<file path="config.mk">
export PLATFORM = sky130hd
export DESIGN_NAME = store_merge_rmw
export DESIGN_NICKNAME = d
export VERILOG_FILES = /design/src/rtl/store_merge_rmw.sv
export SDC_FILE = /design/constraint.sdc
export NUM_CORES = 1
export LEC_CHECK = 0
export ABC_AREA = 1
export CAP_MARGIN = 40
export CORE_UTILIZATION = 49
export CTS_BUF_LIST = sky130_fd_sc_hd__clkbuf_8
export CTS_CLUSTER_SIZE = 24
export DETAILED_ROUTE_END_ITERATION = 10
export GPL_ROUTABILITY_DRIVEN = 0
export PLACE_DENSITY = 0.95
export SETUP_SLACK_MARGIN = 0.3
export SKIP_CTS_REPAIR_TIMING = 1
export SLEW_MARGIN = 20
export SYNTH_ARGS = -nofsm -noshare
export SYNTH_HDL_FRONTEND = slang
export SYNTH_SLANG_ARGS = --single-unit
</file>
<file path="constraint.sdc">
create_clock -name clk -period 4.4 [get_ports clk]
set_input_delay 0.88 -clock clk [delete_from_list [all_inputs] [get_ports clk]]
set_output_delay 0.88 -clock clk [all_outputs]
set_load 0.005 [all_outputs]
</file>
<file path="src/rtl/store_merge_rmw.sv">
// store_merge_rmw: SB/SH/SW store path to a word-wide memory without byte enables, using read-modify-write for partial stores.
// Define STORE_MISALIGN_TRAP_EN to reject misaligned SH/SW with err; otherwise the low address bits are ignored.
module store_merge_rmw #(
    parameter int ADDR_W = 32
) (
    input  logic              clk,
    input  logic              reset,
    input  logic              req_valid,
    output logic              req_ready,
    input  logic [2:0]        sel,
    input  logic [ADDR_W-1:0] addr,
    input  logic [31:0]       wdata,
    output logic [ADDR_W-1:0] mem_addr,
    output logic              mem_re,
    input  logic [31:0]       mem_rdata,
    output logic              mem_we,
    output logic [31:0]       mem_wdata,
    output logic              stall,
    output logic              done,
    output logic              err
);
    typedef enum logic [1:0] {IDLE, READ, MERGE, WRITE} state_t;

    state_t            state, state_n;
    logic [2:0]        sel_q;
    logic [1:0]        off_q;
    logic [ADDR_W-3:0] waddr_q;
    logic [31:0]       wdata_q, merged_q, merged;
    logic              rej_q, accept, illegal, misalign, reject;

    assign accept  = req_valid && req_ready;
    assign illegal = sel > 3'd2;
`ifdef STORE_MISALIGN_TRAP_EN
    assign misalign = (sel == 3'd1 && addr[0]) || (sel == 3'd2 && addr[1:0] != 2'b00);
    assign err      = rej_q;
`else
    assign misalign = 1'b0;
    assign err      = 1'b0;
`endif
    assign reject = illegal || misalign;

    assign req_ready = state == IDLE;
    assign stall     = !req_ready;
    assign mem_re    = state == READ;
    assign mem_we    = state == WRITE;
    assign done      = mem_we || rej_q;
    assign mem_addr  = {waddr_q, 2'b00};
    assign mem_wdata = sel_q == 3'd2 ? wdata_q : merged_q;

    always_comb begin
        state_n = state;
        case (state)
            IDLE:  state_n = accept && !reject ? (sel == 3'd2 ? WRITE : READ) : IDLE;
            READ:  state_n = MERGE;
            MERGE: state_n = WRITE;
            WRITE: state_n = IDLE;
            default: state_n = IDLE;
        endcase
    end

    // SH lane comes from addr[1] only, so an unchecked odd offset still lands on a half boundary
    always_comb begin
        merged = mem_rdata;
        if (sel_q == 3'd0)
            merged[{off_q, 3'b000} +: 8] = wdata_q[7:0];
        else
            merged[{off_q[1], 4'b0000} +: 16] = wdata_q[15:0];
    end

    always_ff @(posedge clk) begin
        if (reset) begin
            state    <= IDLE;
            sel_q    <= '0;
            off_q    <= '0;
            waddr_q  <= '0;
            wdata_q  <= '0;
            merged_q <= '0;
            rej_q    <= 1'b0;
        end else begin
            state <= state_n;
            rej_q <= accept && reject;
            if (accept) begin
                sel_q   <= sel;
                off_q   <= addr[1:0];
                waddr_q <= addr[ADDR_W-1:2];
                wdata_q <= wdata;
            end
            if (state == MERGE)
                merged_q <= merged;
        end
    end
endmodule
</file>
==> metrics.md, run 1 <==
| Metric | Value |
|---|---|
| Worst-Margin Slew | around 0.80 ns |
| Share of post-route cells with drive strength above 1 | around 5.3% |
| Initial core utilization | between 50 and 60% |
| Worst setup skew after layout | around 0.018 ns |
| Count of different cell masters after synthesis | 23 |
| Vias in the first global route | 5453 |
| Outcome | finished, final reports clean |
| Later-pin clock latency in the skew report | ~0.38 ns |
| Routed WL | between 15000 and 20000 um |
| Core area | about 11000 um^2 |
| Critical path's slowest cell | clkdlybuf4s50_1 |
| Number of synthesized register bits | around 100 |
| MaxCap Viol Count | 0 |
| Vias per cell | 5.23 |
| Sw Ratio | 32.0% |
| Clock slew at reported path FFs | around 0.11 ns |
| Setup WS post-layout | around 1.1 ns |
| Leakage | between 0.003 and 0.004 uW |
| Dpl ws | between 1 and 1.5 ns |
| Fill cells | roughly 870 |
| Fmax | between 0.3 and 0.4 GHz |
| Commonest non-fill, non-tap cell in the layout | nand2_1 |
| Clock Power Share | between 20 and 30% |
| Critical path capture point type | output pin |
| Via count | about 6000 |
| Nets | about 1100 |
| RSZ-0062 raised after global routing | no |
| Max Transition Viols Final | 0 |
| Most frequent cells in the layout | 334 x nand2_1, 167 x clkdlybuf4s50_1, 115 x a21oi_1 |
| Die area | 11600 um^2 |
| Row count | 38 |
| Overall power | about 2100 uW |
| IO buf count | between 150 and 200 |
| TritonCTS Buffers | 9 |
| Cells after synthesis | just under 900 |
| Worst setup path class | register to output pin |
| VDD IR-drop max | ~0.00018 V |
| Syn_area_per_cell | about 6.3 um^2 |
| Largest net degree at the start of global routing | 88 |
| Placement-stage cell area | around 7000 um^2 |
| Reg power frac | 47.6% |
| Worst EP arrival | roughly 2.4 ns |
| Crit start category | register |
| First-pass GRT wire length | roughly 26000 um |
| PwrDens | roughly 280 nW/um^2 |
| Crit path required time | about 3.5 ns |
| Power Internal | about 1400 uW |
| GR Util All Layers | 28.6% |
| Critical Path Max Stage Delay | between 0.4 and 0.5 ns |
| Worst-path cell chain | nor2_4 > nand2_1 > buf_6 > buf_4 > mux2_2 > clkdlybuf4s50_1 |
| First DRT Iteration DRCs | around 660 |
| Slew headroom | 46.8% |
| H-Tree Depth | 3 |
| Final Hold Vio Count | 0 |
| Die Width | roughly 110 um |
| Psw | approximately 670 uW |
| CP max FO | 13 |
| Synth warn | 0 |
| Endpoints failing setup | 0 |
| Layout area overhead | 34.3% |
| Root Buffer | clkbuf_8 |
| Period minus WS final | 3.27 ns |
| Number of routed nets with antenna violations | 0 |
| TNS Setup | 0 ns |
| Hold Crit Class | register to register |
| # DRC | 0 |
| Sequential area share after synthesis | a little under two fifths |
| Gate power share | 25.0% |
| Finished Cell Area | roughly 7400 um^2 |
| Pre-antenna DRT Iters | 6 |
| Total grt overflow | 0 |
| Die Y | roughly 110 um |
| Post-Syn Area | around 5500 um^2 |
| Avg WL per Cell | about 14 um |
| Fin crit share | around three quarters |
| CTS tree | done |
| Hpwl dp | between 10000 and 15000 um |
| Initial antenna violation count | 0 |
| Clk buf depth | 2 |
| Diodes inserted | 0 |
| Final core occ | 67.7% |
| CTS Sinks | approximately 100 |
| # IOs | 172 |
-- path summary, 6_finish.rpt --
| path | start | slack [ns] | end | cells after the start |
|---|---|---|---|---|
| setup reg to reg | off_q[1]$_SDFFE_PP0P_ | 1.87 | merged_q[16]$_SDFFE_PP0P_ | 9 |
| hold / removal | waddr_q[16]$_SDFFE_PP0P_ | 0.47 | waddr_q[16]$_SDFFE_PP0P_ | 2 |
| setup / recovery | sel_q[2]$_SDFFE_PP0P_ | 1.13 | mem_wdata[23] | 6 |
| hold reg to reg | waddr_q[16]$_SDFFE_PP0P_ | 0.47 | waddr_q[16]$_SDFFE_PP0P_ | 2 |
-- registers in the layout, summed over array words and instances, names as in the netlist --
| name | flops |
|---|---|
| merged_q | 32 |
| wdata_q | 32 |
| waddr_q | 30 |
| sel_q | 3 |
| off_q | 2 |
| state | 2 |
| rej_q | 1 |
-- area by class of cell --
type                    count  area [um^2]  share of cell area (%)
well taps                 140          175                    2.38
repair buffers            177         1800                    24.4
flip-flops and latches    102         2040                    27.7
clock inverters             7         53.8                   0.730
clock buffers               9          124                    1.68
multi-input cells         640         2900                    39.4
inverters                  72          270                    3.67
-- layer usage --
layer / vias to the layer above / GRT usage [%] / wire [um] / part of all wire [%]
li1: 2962 / - / - / -
met1: 2696 / 35.4 / 6720 / 41
met2: 280 / 48.4 / 7960 / 48
met3: 57 / 6.05 / 1340 / 8.1
met4: 0 / 10.4 / 539 / 3.3
met5: - / 0 / 0 / 0
-- critical path: cells and delay by family (launching register included) --
| family | cells | cell delay (ns) |
|---|---|---|
| buffers and inverters | 3 | 0.86 |
| DFF | 1 | 0.40 |
| muxes | 1 | 0.34 |
| and+or+nand+nor | 2 | 0.41 |
-- Yosys cell counts --
cell | instances | share of area, %
nor2_2 | 3 | 0.34
nor2_1 | 100 | 6.8
dfxtp_1 | 102 | 37
nand4_1 | 1 | 0.11
or2_2 | 1 | 0.11
a21oi_1 | 115 | 10
nand2_2 | 1 | 0.11
ha_1 | 10 | 2.3
clkbuf_1 | 24 | 1.6
buf_4 | 10 | 1.4
conb_1 | 1 | 0.068
clkinv_1 | 1 | 0.068
nor2_4 | 2 | 0.41
buf_2 | 23 | 2.1
inv_1 | 67 | 4.6
nand3_1 | 17 | 1.6
nor3_1 | 1 | 0.091
mux2_2 | 16 | 3.3
a211oi_1 | 19 | 2.6
o21ai_0 | 16 | 1.5
nand2_1 | 335 | 23
inv_2 | 4 | 0.27
buf_1 | 1 | 0.068
-- through the flow --
stage                     instances  hold WS [ns]
final                          1147         0.470
after global routing           1147         0.486
after CTS                      1145         0.472
after detailed placement       1129         0.455
after global placement         1126         0.451
after floorplan                 872         0.442
-- cells by family (layout without fill, tap and decap cells) --
family / Yosys count / in the layout / synth area share [%]
compound gates: 150 / 150 / 14.5
fa+ha+maj: 10 / 10 / 2.28
buf+inv: 130 / 265 / 10.1
flops: 102 / 102 / 37.2
mux: 16 / 16 / 3.28
other cells: 1 / 3 / 0.0683
simple gates: 461 / 461 / 32.5
-- power by group through the flow --
| stage | sequential [uW] | clock [uW] | combinational (uW) |
|---|---|---|---|
| CTS | 995 | 580 | 513 |
| global placement | 1020 | 0 | 491 |
| global route | 1000 | 613 | 579 |
| floorplan | 1010 | 0 | 297 |
| detailed placement | 1020 | 0 | 509 |
| finish | 996 | 572 | 524 |
(Power assumes the default switching activity.)
==> inputs of run 2 (changes only) <==
- CORE_UTILIZATION: 49 -> 44
- PLACE_DENSITY: 0.95 -> 0.9
- clock period: 4.4 -> 2.95 ns (I/O delays scaled with it)
==> metrics.md, run 2 (synthesis results as in run 1) <==
| Metric | Value |
|---|---|
| Outcome | finished, final reports clean |
| Most frequent cells in the layout | 334 x nand2_1, 167 x clkdlybuf4s50_1, 115 x a21oi_1 |
| RSZ-0062 raised after global routing | yes |
| Initial core utilization | 45.5% (-4.9 points) |
| Leakage | 0.00322 uW (+1.5%) |
| Fill cells | 1094 (+26%) |
| Max Transition Viols Final | 0 (unchanged) |
| Core area | 12100 um^2 (+11%) |
| MaxCap Viol Count | 0 (unchanged) |
| TNS Setup | 0 ns (unchanged) |
| Vias per cell | 4.99 (-4.6%) |
| Via count | 5873 (-2.0%) |
| Period minus WS final | approximately 2.6 ns |
| Placement-stage cell area | 7260 um^2 (+1.5%) |
| Nets | 1117 (+0.27%) |
| Die area | 12900 um^2 (+11%) |
| Final Non-Filler Cells | 1178 (+2.7%) |
| Diodes inserted | 0 (unchanged) |
| # IOs | 172 (unchanged) |
| Hpwl dp | 11700 um (+0.78%) |
| Fmax | roughly 0.39 GHz |
| Setup WS post-layout | 0.371 ns (-0.755 ns) |
| Critical path capture point type | output pin |
| Critical path's slowest cell | clkdlybuf4s50_1 |
| # DRC | 0 (unchanged) |
| GR Util All Layers | 25.6% (-3.0 points) |
| Number of routed nets with antenna violations | 0 (unchanged) |
| CTS tree | done |
| Row count | 40 (+5.3%) |
| Vias in the first global route | 5312 (-2.6%) |
| Die Width | 114 um (+5.4%) |
| Crit path required time | 2.36 ns (-1.16 ns) |
| Layout area overhead | 36.5% |
| Worst setup path class | register to output pin |
| PwrDens | 440 nW/um^2 (+55%) |
| H-Tree Depth | 3 (unchanged) |
| Routed WL | 16400 um (-0.91%) |
| Fin crit share | between 80 and 90% |
| Crit start category | register |
| VDD IR-drop max | 0.000300 V (+67%) |
| Pre-antenna DRT Iters | 8 (+2) |
| Register cell area after layout | 2040 um^2 (unchanged) |
| WP buf/inv | 2 (-1) |
| Worst-Margin Slew | 0.691 ns (-0.105 ns) |
| Initial antenna violation count | 0 (unchanged) |
| Largest net degree at the start of global routing | 88 (unchanged) |
| Total grt overflow | 0 (unchanged) |
| First DRT Iteration DRCs | 548 (-16%) |
| Commonest non-fill, non-tap cell in the layout | nand2_1 |
| Share of post-route cells with drive strength above 1 | 5.64% (+0.38 points) |
| CTS Sinks | 102 (unchanged) |
| IO buf count | 168 (unchanged) |
| Multi-input gate area | 2900 um^2 (unchanged) |
| Finished Cell Area | 7490 um^2 (+1.7%) |
| Dpl ws | 0.769 ns (-0.595 ns) |
| Clk buf depth | 2 (unchanged) |
| Inst Count DP | 1162 (+2.9%) |
| Endpoints failing setup | 0 (unchanged) |
| Hold Crit Class | register to register |
| Worst EP arrival | 1.99 ns (-0.40 ns) |
| Avg WL per Cell | 13.9 um (-3.5%) |
| Biggest regs | merged_q: 32 flops, wdata_q: 32 flops, waddr_q: 30 flops |
| Worst-path cell chain | nor2_4 > nand2_1 > buf_4 > mux2_2 > clkdlybuf4s50_1 |
| Cell family with most CP delay | buffers and inverters |
| Clock slew at reported path FFs | 0.11 ns (about the same) |
| Root Buffer | clkbuf_8 |
| Worst setup skew after layout | 0.0122 ns (-0.00544 ns) |
| TritonCTS Buffers | 9 (unchanged) |
| Critical Path Max Stage Delay | 0.48 ns (+0.03 ns) |
| Slew headroom | 53.9% (+7.1 points) |
| Later-pin clock latency in the skew report | 0.37 ns (about the same) |
| Final core occ | 62.1% (-5.5 points) |
| First-pass GRT wire length | 26300 um (+1.0%) |
| Die Y | 114 um (+5.4%) |
| Final Hold Vio Count | 0 (unchanged) |
| CP max FO | 15 (+2) |
-- run 2: cell count changes in the layout (fill, tap and decap cells not counted), sizes merged --
cell / delta
bufinv: +2
clkinv: +1
buf: +3
clkinvlp: -1
inv: -2
-- run 2: layer usage --
layer,GRT usage [%],vias to the layer above,routed length [um]
met2,40.8,249,7430
li1,-,2973,-
met4,10.0,0,452
met3,4.25,35,1380
met1,34.4,2616,7140
met5,0,-,0
-- run 2: metrics by stage --
step	power [uW]	hold slack, ns
after floorplan	1950	0.442
after global placement	2260	0.451
after detailed placement	2290	0.457
after CTS	3300	0.473
after global routing	3460	0.485
final	3290	0.470
-- run 2: layout make-up --
| cell class | instances | area share (%) |
|---|---|---|
| Multi-Input combinational cell | 640 | 38.7 |
| Sequential cell | 102 | 27.3 |
| Timing Repair Buffer | 180 | 24.6 |
| Inverter | 72 | 3.61 |
| Tap cell | 168 | 2.81 |
| Clock buffer | 9 | 1.65 |
| Clock inverter | 7 | 1.35 |
-- run 2: path summary, 6_finish.rpt --
| kind | startpoint | endpoint | slack, ns | cells past startpoint |
|---|---|---|---|---|
| min | wdata_q[16]$_SDFFE_PP0P_ | wdata_q[16]$_SDFFE_PP0P_ | 0.47 | 2 |
| min reg2reg | wdata_q[16]$_SDFFE_PP0P_ | wdata_q[16]$_SDFFE_PP0P_ | 0.47 | 2 |
| max | sel_q[2]$_SDFFE_PP0P_ | mem_wdata[19] | 0.37 | 5 |
| max reg2reg | off_q[0]$_SDFFE_PP0P_ | merged_q[10]$_SDFFE_PP0P_ | 0.83 | 10 |
-- run 2: power breakdown --
part | total, uW | switching (uW) | internal [uW]
clock | 1020 | 529 | 491
sequential | 1480 | 36.2 | 1450
combinational | 791 | 427 | 364
-- run 2: worst register-to-register path, cell delays in order (launching register included) --
cell and delay, ns:
dfxtp_1 0.42, clkinv_1 0.25, buf_4 0.26, ha_1 0.22
inv_1 0.20, nand2_1 0.14, nor2_1 0.17, nand2_1 0.08
nand2_1 0.08, nand2_1 0.08, a21oi_1 0.15
==> inputs of run 3 (changes only) <==
- CTS_CLUSTER_SIZE: 24 -> unset
- PLACE_DENSITY: 0.9 -> unset
- PLACE_DENSITY_LB_ADDON: unset -> 0.25
==> metrics.md, run 3 (synthesis results as in run 1) <==
| Metric | Value |
|---|---|
| Outcome | finished, final reports clean |
| Nets | 1119 (+0.18%) |
| Slew headroom | 61.4% (+7.5 points) |
| Initial core utilization | 45.5% (unchanged) |
| Final Hold Vio Count | 0 (unchanged) |
| Most frequent cells in the layout | 334 x nand2_1, 167 x clkdlybuf4s50_1, 115 x a21oi_1 |
| Hpwl dp | 11800 um (+0.52%) |
| Clk buf depth | 2 (unchanged) |
| CTS Sinks | 102 (unchanged) |
| Clock slew at reported path FFs | 0.10 ns (about the same) |
| Reg power frac | 47.9% (+2.9 points) |
| Max Transition Viols Final | 0 (unchanged) |
| Vias per cell | 4.89 (-2.0%) |
| Final Non-Filler Cells | 1180 (+0.17%) |
| Later-pin clock latency in the skew report | 0.38 ns (about the same) |
| Psw | 984 uW (-0.85%) |
| TNS Setup | 0 ns (unchanged) |
| Crit path required time | 2.36 ns (about the same) |
| Core area | 12100 um^2 (unchanged) |
| Largest net degree at the start of global routing | 88 (unchanged) |
| Crit start category | register |
| First-pass GRT wire length | 26400 um (+0.58%) |
| Die Y | 114 um (unchanged) |
| Commonest non-fill, non-tap cell in the layout | nand2_1 |
| Die Width | 114 um (unchanged) |
| Root Buffer | clkbuf_8 |
| Multi-input gate area | 2900 um^2 (unchanged) |
| Hold Crit Class | register to register |
| Routed WL | 16500 um (+0.58%) |
| H-Tree Depth | 3 (unchanged) |
| Gate power share | 25.2% (+1.2 points) |
| Fill cells | 1162 (+6.2%) |
| Die area | 12900 um^2 (unchanged) |
| # DRC | 0 (unchanged) |
| Fmax | 0.392 GHz (+1.1%) |
| Row count | 40 (unchanged) |
| # IOs | 172 (unchanged) |
| First DRT Iteration DRCs | 476 (-13%) |
| Worst EP arrival | 1.96 ns (-0.03 ns) |
| Worst-Margin Slew | 0.578 ns (-0.114 ns) |
| Critical path capture point type | output pin |
| Register cell area after layout | 2040 um^2 (unchanged) |
| GR Util All Layers | 26.0% (+0.49 points) |
| Total grt overflow | 0 (unchanged) |
| Layout area overhead | 35.7% |
| Leakage | 0.00320 uW (-0.73%) |
| Avg WL per Cell | 14.0 um (+0.41%) |
| Worst setup skew after layout | 0.00980 ns (-0.00237 ns) |
| Biggest regs | merged_q: 32 flops, wdata_q: 32 flops, waddr_q: 30 flops |
| Sw Ratio | 31.6% (+1.5 points) |
| Share of post-route cells with drive strength above 1 | 5.83% (+0.19 points) |
| Number of routed nets with antenna violations | 0 (unchanged) |
| Clock Power Share | 27.0% (-4.0 points) |
| CP max FO | 22 (+7) |
| Worst setup path class | register to output pin |
| Period minus WS final | 2.55 ns (-0.0271 ns) |
| Diodes inserted | 0 (unchanged) |
| VDD IR-drop max | 0.000282 V (-5.9%) |
| Vias in the first global route | 5273 (-0.73%) |
| RSZ-0062 raised after global routing | no |
| Via count | 5765 (-1.8%) |
| Initial antenna violation count | 0 (unchanged) |
| IO buf count | 168 (unchanged) |
| Power Internal | 2130 uW (-7.6%) |
| Fin crit share | 86.5% (-0.92 points) |
| CTS tree | done |
| PwrDens | 418 nW/um^2 (-5.0%) |
| Endpoints failing setup | 0 (unchanged) |
| Inst Count DP | 1163 (+0.086%) |
| Pre-antenna DRT Iters | 5 (-3) |
| TritonCTS Buffers | 9 (unchanged) |
| MaxCap Viol Count | 0 (unchanged) |
run 3: changes by cell type in the layout (fill, tap and decap cells not counted), moves of 2 or more:
cell / previous run / this run
buf_4: 7 / 10
o21ai_0: 16 / 13
bufinv_16: 2 / 0
o21ai_1: 0 / 3
run 3: through the flow:
step	setup slack, ns	power (uW)	hold WS, ns	utilization, %	area (um^2)
2_1_floorplan	1.11	1950	0.442	-	5490
3_3_place_gp	0.722	2280	0.451	59.8	7220
3_5_place_dp	0.739	2290	0.454	60.0	7240
4_1_cts	0.307	3120	0.470	61.5	7420
5_1_grt	0.307	3300	0.482	61.7	7440
6_report	0.398	3110	0.466	61.7	7440
run 3: worst max-delay path, cell delays in order (launching register included):
cell and delay (ns):
dfxtp_1 0.35, nor2_4 0.12, nand2_1 0.09, buf_4 0.22, o21ai_0 0.25, clkdlybuf4s50_1 0.56
run 3: metal layers:
metal	GRT usage (%)	up-vias	wire, um
met4	7.81	0	314
li1	-	2970	-
met1	35.4	2569	7600
met3	4.78	20	1020
met2	42.0	206	7570
met5	0	-	0
run 3: layout make-up:
class / count / share of cell area (%)
multi-input combinational: 640 / 39.0
sequential: 102 / 27.4
timing repair buffer: 182 / 24.7
inverter: 72 / 3.63
tap: 168 / 2.82
clock buffer: 9 / 1.66
clock inverter: 7 / 0.740
run 3: power groups by stage:
stage / registers [uW] / clock network [uW] / logic, uW
3_5_place_dp: 1520 / 0 / 769
5_1_grt: 1500 / 927 / 871
3_3_place_gp: 1520 / 0 / 757
6_report: 1490 / 839 / 783
2_1_floorplan: 1510 / 0 / 443
4_1_cts: 1490 / 862 / 773
run 3: path summary, 6_finish.rpt:
check                                 from                         to  slack [ns]  cells after the start
setup / recovery     sel_q[2]$_SDFFE_PP0P_               mem_wdata[2]        0.40                      5
hold / removal    waddr_q[15]$_SDFFE_PP0P_   waddr_q[15]$_SDFFE_PP0P_        0.47                      2
setup reg to reg     off_q[1]$_SDFFE_PP0P_  merged_q[21]$_SDFFE_PP0P_        0.78                      8
hold reg to reg   waddr_q[15]$_SDFFE_PP0P_   waddr_q[15]$_SDFFE_PP0P_        0.47                      2
